$ cat config.mk
export PLATFORM = sky130hd
export DESIGN_NAME = uart_rx
export DESIGN_NICKNAME = d
export VERILOG_FILES = /design/src/rtl/uart_pkg.sv /design/src/rtl/uart_rx_sync.sv /design/src/rtl/uart_rx.sv
export SDC_FILE = /design/constraint.sdc
export NUM_CORES = 1
export LEC_CHECK = 0
export ABC_AREA = 1
export CAP_MARGIN = 20
export CELL_PAD_IN_SITES_DETAIL_PLACEMENT = 2
export CELL_PAD_IN_SITES_GLOBAL_PLACEMENT = 2
export CORE_UTILIZATION = 34
export DETAILED_ROUTE_END_ITERATION = 6
export PLACE_DENSITY = 0.82
export SLEW_MARGIN = 20
export SYNTH_ARGS = -nofsm -noshare
export SYNTH_HDL_FRONTEND = slang
export SYNTH_HIERARCHICAL = 1
export SYNTH_SLANG_ARGS = --single-unit
$ cat constraint.sdc
create_clock -name clk -period 1.66 [get_ports clk]
set_input_delay 0.166 -clock clk [delete_from_list [all_inputs] [get_ports clk]]
set_output_delay 0.166 -clock clk [all_outputs]
set_load 0.02 [all_outputs]
$ cat src/rtl/uart_pkg.sv
// Shared UART definitions used by both the receiver and the transmitter.
package uart_pkg;

  // Payload width; only 8-bit frames are supported.
  localparam int unsigned UART_DATA_BITS = 8;

  // Default oversampling ratio: clk cycles per serial bit.
  localparam int unsigned UART_CLKS_PER_BIT = 16;

  // Frame-level FSM states.
  typedef enum logic [1:0] {
    StIdle,
    StStart,
    StData,
    StStop
  } uart_state_e;

endpackage

$ cat src/rtl/uart_rx_sync.sv
// Two-flop synchronizer for an asynchronous single-bit input.
module uart_rx_sync #(
  parameter logic RESET_VAL = 1'b1
) (
  input  logic clk,
  input  logic reset,
  input  logic d,
  output logic q
);

  logic meta_q;
  logic sync_q;

  // Both stages reset to RESET_VAL so an idle line looks idle straight out of reset.
  always_ff @(posedge clk or negedge reset) begin
    if (!reset) begin
      meta_q <= RESET_VAL;
      sync_q <= RESET_VAL;
    end else begin
      meta_q <= d;
      sync_q <= meta_q;
    end
  end

  assign q = sync_q;

endmodule

$ cat src/rtl/uart_rx.sv
// UART receiver: 8N1 frames, mid-bit sampling, one-deep output register with
// valid/ready handshake, frame and overrun error pulses.
module uart_rx
  import uart_pkg::*;
#(
  parameter int unsigned CLKS_PER_BIT = UART_CLKS_PER_BIT,
  parameter int unsigned DATA_BITS    = UART_DATA_BITS
) (
  input  logic                 clk,
  input  logic                 reset,
  input  logic                 rx,
  input  logic                 rx_ready,
  output logic [DATA_BITS-1:0] rx_data,
  output logic                 rx_valid,
  output logic                 rx_busy,
  output logic                 frame_err,
  output logic                 overrun_err
);

  localparam int unsigned CntW = $clog2(CLKS_PER_BIT);
  localparam logic [CntW-1:0] CntBit  = CntW'(CLKS_PER_BIT - 1);
  localparam logic [CntW-1:0] CntHalf = CntW'(CLKS_PER_BIT / 2 - 1);
  localparam logic [2:0]      LastBit = 3'(DATA_BITS - 1);

  uart_state_e          state_q, state_d;
  logic [CntW-1:0]      cnt_q, cnt_d;
  logic [2:0]           bit_q, bit_d;
  logic [DATA_BITS-1:0] shift_q, shift_d;
  logic [DATA_BITS-1:0] data_q, data_d;
  logic                 valid_q, valid_d;
  logic                 ferr_q, ferr_d;
  logic                 oerr_q, oerr_d;
  logic                 rx_s;
  logic                 rx_prev_q;

  uart_rx_sync #(
    .RESET_VAL (1'b1)
  ) u_sync (
    .clk   (clk),
    .reset (reset),
    .d     (rx),
    .q     (rx_s)
  );

  // State and datapath registers.
  always_ff @(posedge clk or negedge reset) begin
    if (!reset) begin
      state_q   <= StIdle;
      cnt_q     <= '0;
      bit_q     <= '0;
      shift_q   <= '0;
      data_q    <= '0;
      valid_q   <= 1'b0;
      ferr_q    <= 1'b0;
      oerr_q    <= 1'b0;
      rx_prev_q <= 1'b1;
    end else begin
      state_q   <= state_d;
      cnt_q     <= cnt_d;
      bit_q     <= bit_d;
      shift_q   <= shift_d;
      data_q    <= data_d;
      valid_q   <= valid_d;
      ferr_q    <= ferr_d;
      oerr_q    <= oerr_d;
      rx_prev_q <= rx_s;
    end
  end

  // Next-state, sampling and output-register update.
  always_comb begin
    state_d = state_q;
    cnt_d   = cnt_q;
    bit_d   = bit_q;
    shift_d = shift_q;
    data_d  = data_q;
    valid_d = valid_q;
    ferr_d  = 1'b0;
    oerr_d  = 1'b0;

    // Consumer handshake; a byte loading on the same edge overrides this below.
    if (valid_q && rx_ready) begin
      valid_d = 1'b0;
    end

    unique case (state_q)
      StIdle: begin
        // Edge-triggered only: a line stuck low after a frame error cannot restart.
        if (rx_prev_q && !rx_s) begin
          state_d = StStart;
          cnt_d   = '0;
        end
      end
      StStart: begin
        if (cnt_q == CntHalf) begin
          cnt_d   = '0;
          bit_d   = '0;
          // Line back high at mid start bit: treat as a glitch.
          state_d = rx_s ? StIdle : StData;
        end else begin
          cnt_d = cnt_q + 1'b1;
        end
      end
      StData: begin
        if (cnt_q == CntBit) begin
          cnt_d   = '0;
          shift_d = {rx_s, shift_q[DATA_BITS-1:1]};
          if (bit_q == LastBit) begin
            state_d = StStop;
          end else begin
            bit_d = bit_q + 3'd1;
          end
        end else begin
          cnt_d = cnt_q + 1'b1;
        end
      end
      StStop: begin
        if (cnt_q == CntBit) begin
          cnt_d   = '0;
          bit_d   = '0;
          state_d = StIdle;
          if (!rx_s) begin
            ferr_d = 1'b1;
          end else if (valid_q && !rx_ready) begin
            oerr_d = 1'b1;
          end else begin
            data_d  = shift_q;
            valid_d = 1'b1;
          end
        end else begin
          cnt_d = cnt_q + 1'b1;
        end
      end
      default: begin
        state_d = StIdle;
      end
    endcase
  end

  assign rx_data     = data_q;
  assign rx_valid    = valid_q;
  assign rx_busy     = (state_q != StIdle);
  assign frame_err   = ferr_q;
  assign overrun_err = oerr_q;

endmodule
==> reports/results.ini <==
[power]
power_switching_share_pct = 34.3
cellLeakagePower_nw = 0.767
power-per-cell-area_nw_per_um2 = 1390
vdd_ir_drop_max_mv = 0.802
combPwrFrac_pct = 26.0
clockPowerShare_pct = 33.3
p_seq_share_pct = 40.7
p_int_mw = 1.53
p_switching_uw = 801

[synth]
synth_top_cell_area_share_pct = 51.8
synth_edf_count = 0
syn_area_um2 = 1350
synth_area_leaders = dfrtp_1 52%, nand2_1 8.9%, dfstp_2 5.8%
synth-seq-area-share_pct = 57.6
synth_top_flop_cell = dfrtp_1
async_flop_share_pct = 100
synth_common_cells = 32 x nand2_1, 28 x dfrtp_1, 17 x inv_1, 11 x o21ai_0, 8 x o21ai_2
synth_nets = 142
synth.distinct_cells = 21
avgSynthCellArea_um2 = 10.0
yosys_warnings = 6
synth_cells = 135
yosys.area.top_type = dfrtp_1
synth_seq_cells = 31
yosysMostFrequentCell = nand2_1

[global_route]
overflow = 0
grt_first_pass_wirelength_mm = 5.77
antenna_found_initial = 0
grt_pass1_vias = 1177
grt_max_degree = 32
grt.total_usage_pct = 18.8

[place]
dpl.hpwl_mm = 2.20
gp_congestion = 0.686
port_buffers = 15

[timing]
slew_headroom_pct = 73.8
worst_pin_slew_ns = 0.393
maxSlewViolCount = 0
whs_ns = 0.266
fmaxAchievable_mhz = 645
fin_crit_sh_pct = 93.4
fin_skew_ns = 0.00871
rsz0062_at_grt = false
setup_viol = 0
fin_setup_tns_ns = 0
final_hold_viol_count = 0
fin_crit_ns = 1.55

[floorplan]
die_x_um = 65.1
die-height_um = 65.1
start_util_pct = 36.2
ios = 16
num_rows = 22
dieArea_um2 = 4240
coreArea_um2 = 3740

[detailed_routing]
drtPass1Iterations = 4
drcViolationCount = 0
vias = 978
antenna_left = 0
avgViaCountPerCell = 4.72
drt_iter0_markers = 15
wirelength_mm = 3.27
wire_per_inst_um = 15.8

[clocking]
clk_pin_slew_worst_paths_ns = 0.07
clkSinkCount = 31
cts_tree = done
htreeDepth = 2
root_buffer = clkbuf_8
ctsLongestPathBuffers = 2
cts_buffers = 5
postCtsSetupRepairBufs = 0
clk_latency_ns = 0.29

[flow_run]
drv_cap = 0

[worst_setup_path]
cp-end-kind = primary output
path_max_fanout = 7
arrival_ns = 1.38
critPathRequiredTime_ns = 1.49
worstSetupPathType = flop to primary output
startpoint_type = flop

[finish]
syn2layout_area_growth_pct = 24.5
n_antenna_cell = 0
n_fill_cell = 432
nets = 165
drive_gt1_share_pct = 22.0

[outcome]
status = complete, no violations

[hold_path]
worstHoldPathType = primary input to asynchronous set/reset pin

-- worst max-delay path, cell delays in order (launching register included) --
cell	delay, ns
dfrtp_1	0.48
nor2_2	0.21
inv_1	0.08
dlygate4sd2_1	0.32
-- placed cells by master, fill, tap and decap left out, drive strengths merged, types with 6 or more instances in the layout --
cell,instances
o21ai,20
dfrtp,28
nand2,37
clkdlybuf4s50,14
nor2,8
inv,19
nand3,8
clkbuf,6
-- sequential cells by signal, indices dropped and copies added, names as in the netlist, named ones only --
register / cells
bit_q: 3
rx_prev_q: 1
u_sync/q: 1
rx_valid: 1
shift_q: 8
u_sync/meta_q: 1
cnt_q: 4
overrun_err: 1
state_q: 1
frame_err: 1
rx_data: 8
-- power by group through the flow --
stage / combinational, mW / clock (mW) / sequential (mW)
2_1_floorplan: 0.381 / 0 / 0.949
4_1_cts: 0.610 / 0.799 / 0.947
5_1_grt: 0.673 / 0.833 / 0.963
3_5_place_dp: 0.586 / 0 / 0.951
6_report: 0.607 / 0.776 / 0.951
3_3_place_gp: 0.540 / 0 / 0.945
-- cell families after synthesis --
logic type	synth area share, %
AO/OA/AOI/OAI	10.7
XOR/XNOR	1.29
adder cells (fa/ha/maj)	2.77
buffers and inverters	6.93
flip-flops	57.6
AND/OR/NAND/NOR	20.7
-- routing by layer --
metal  wire length [um]  vias to the layer above  global-route usage (%)  share of wire, %
met5                  0                        -                       0                 0
met4                 48                        0                    8.15               1.5
met3                125                        5                    5.38               3.8
met2               1730                       20                    33.2                53
met1               1360                      485                    21.1                42
li1                   -                      468                       -                 -
-- layout make-up --
cell class                      count  area (um^2)  share of cell area [%]
Sequential cell                    31          779                    46.3
Multi-Input combinational cell     83          485                    28.8
Timing Repair Buffer               18          171                    10.2
Clock buffer                        6         82.6                    4.90
Inverter                           19         71.3                    4.23
Tap cell                           48         60.1                    3.56
Clock inverter                      2         35.0                    2.08
-- worst paths after layout --
kind | startpoint | to | slack, ns | cells past startpoint
worst max-delay path | flop | rx_busy | 0.11 | 3
worst min-delay path | reset | shift_q[6] | 0.27 | 2
worst max register to register | bit_q[0] | state_q[0] | 0.16 | 8
worst min register to register | u_sync/meta_q | u_sync/q | 0.37 | 0
max in group asynchronous | reset | rx_prev_q | 1.06 | 2
min in group clk | rx | u_sync/meta_q | 0.29 | 1
-- repair_timing --
item | 4_1_cts | 5_1_grt
gates resized for setup | 2 | 1
endpoints found under the setup margin | 1 | 1
hold buffers | 0 | 0
-- stage by stage --
| step | worst slack [ns] | instance area [um^2] | total power [mW] | cells | utilization (%) |
|---|---|---|---|---|---|
| 2_1_floorplan | 0.345 | 1350 | 1.33 | 135 | - |
| 3_3_place_gp | 0.219 | 1560 | 1.49 | 199 | 41.8 |
| 3_5_place_dp | 0.152 | 1560 | 1.54 | 199 | 41.8 |
| 4_1_cts | 0.110 | 1680 | 2.36 | 207 | 45.0 |
| 5_1_grt | 0.0248 | 1690 | 2.47 | 207 | 45.0 |
| 6_report | 0.110 | 1690 | 2.33 | 207 | 45.0 |
Power figures use the tool's default switching activity.
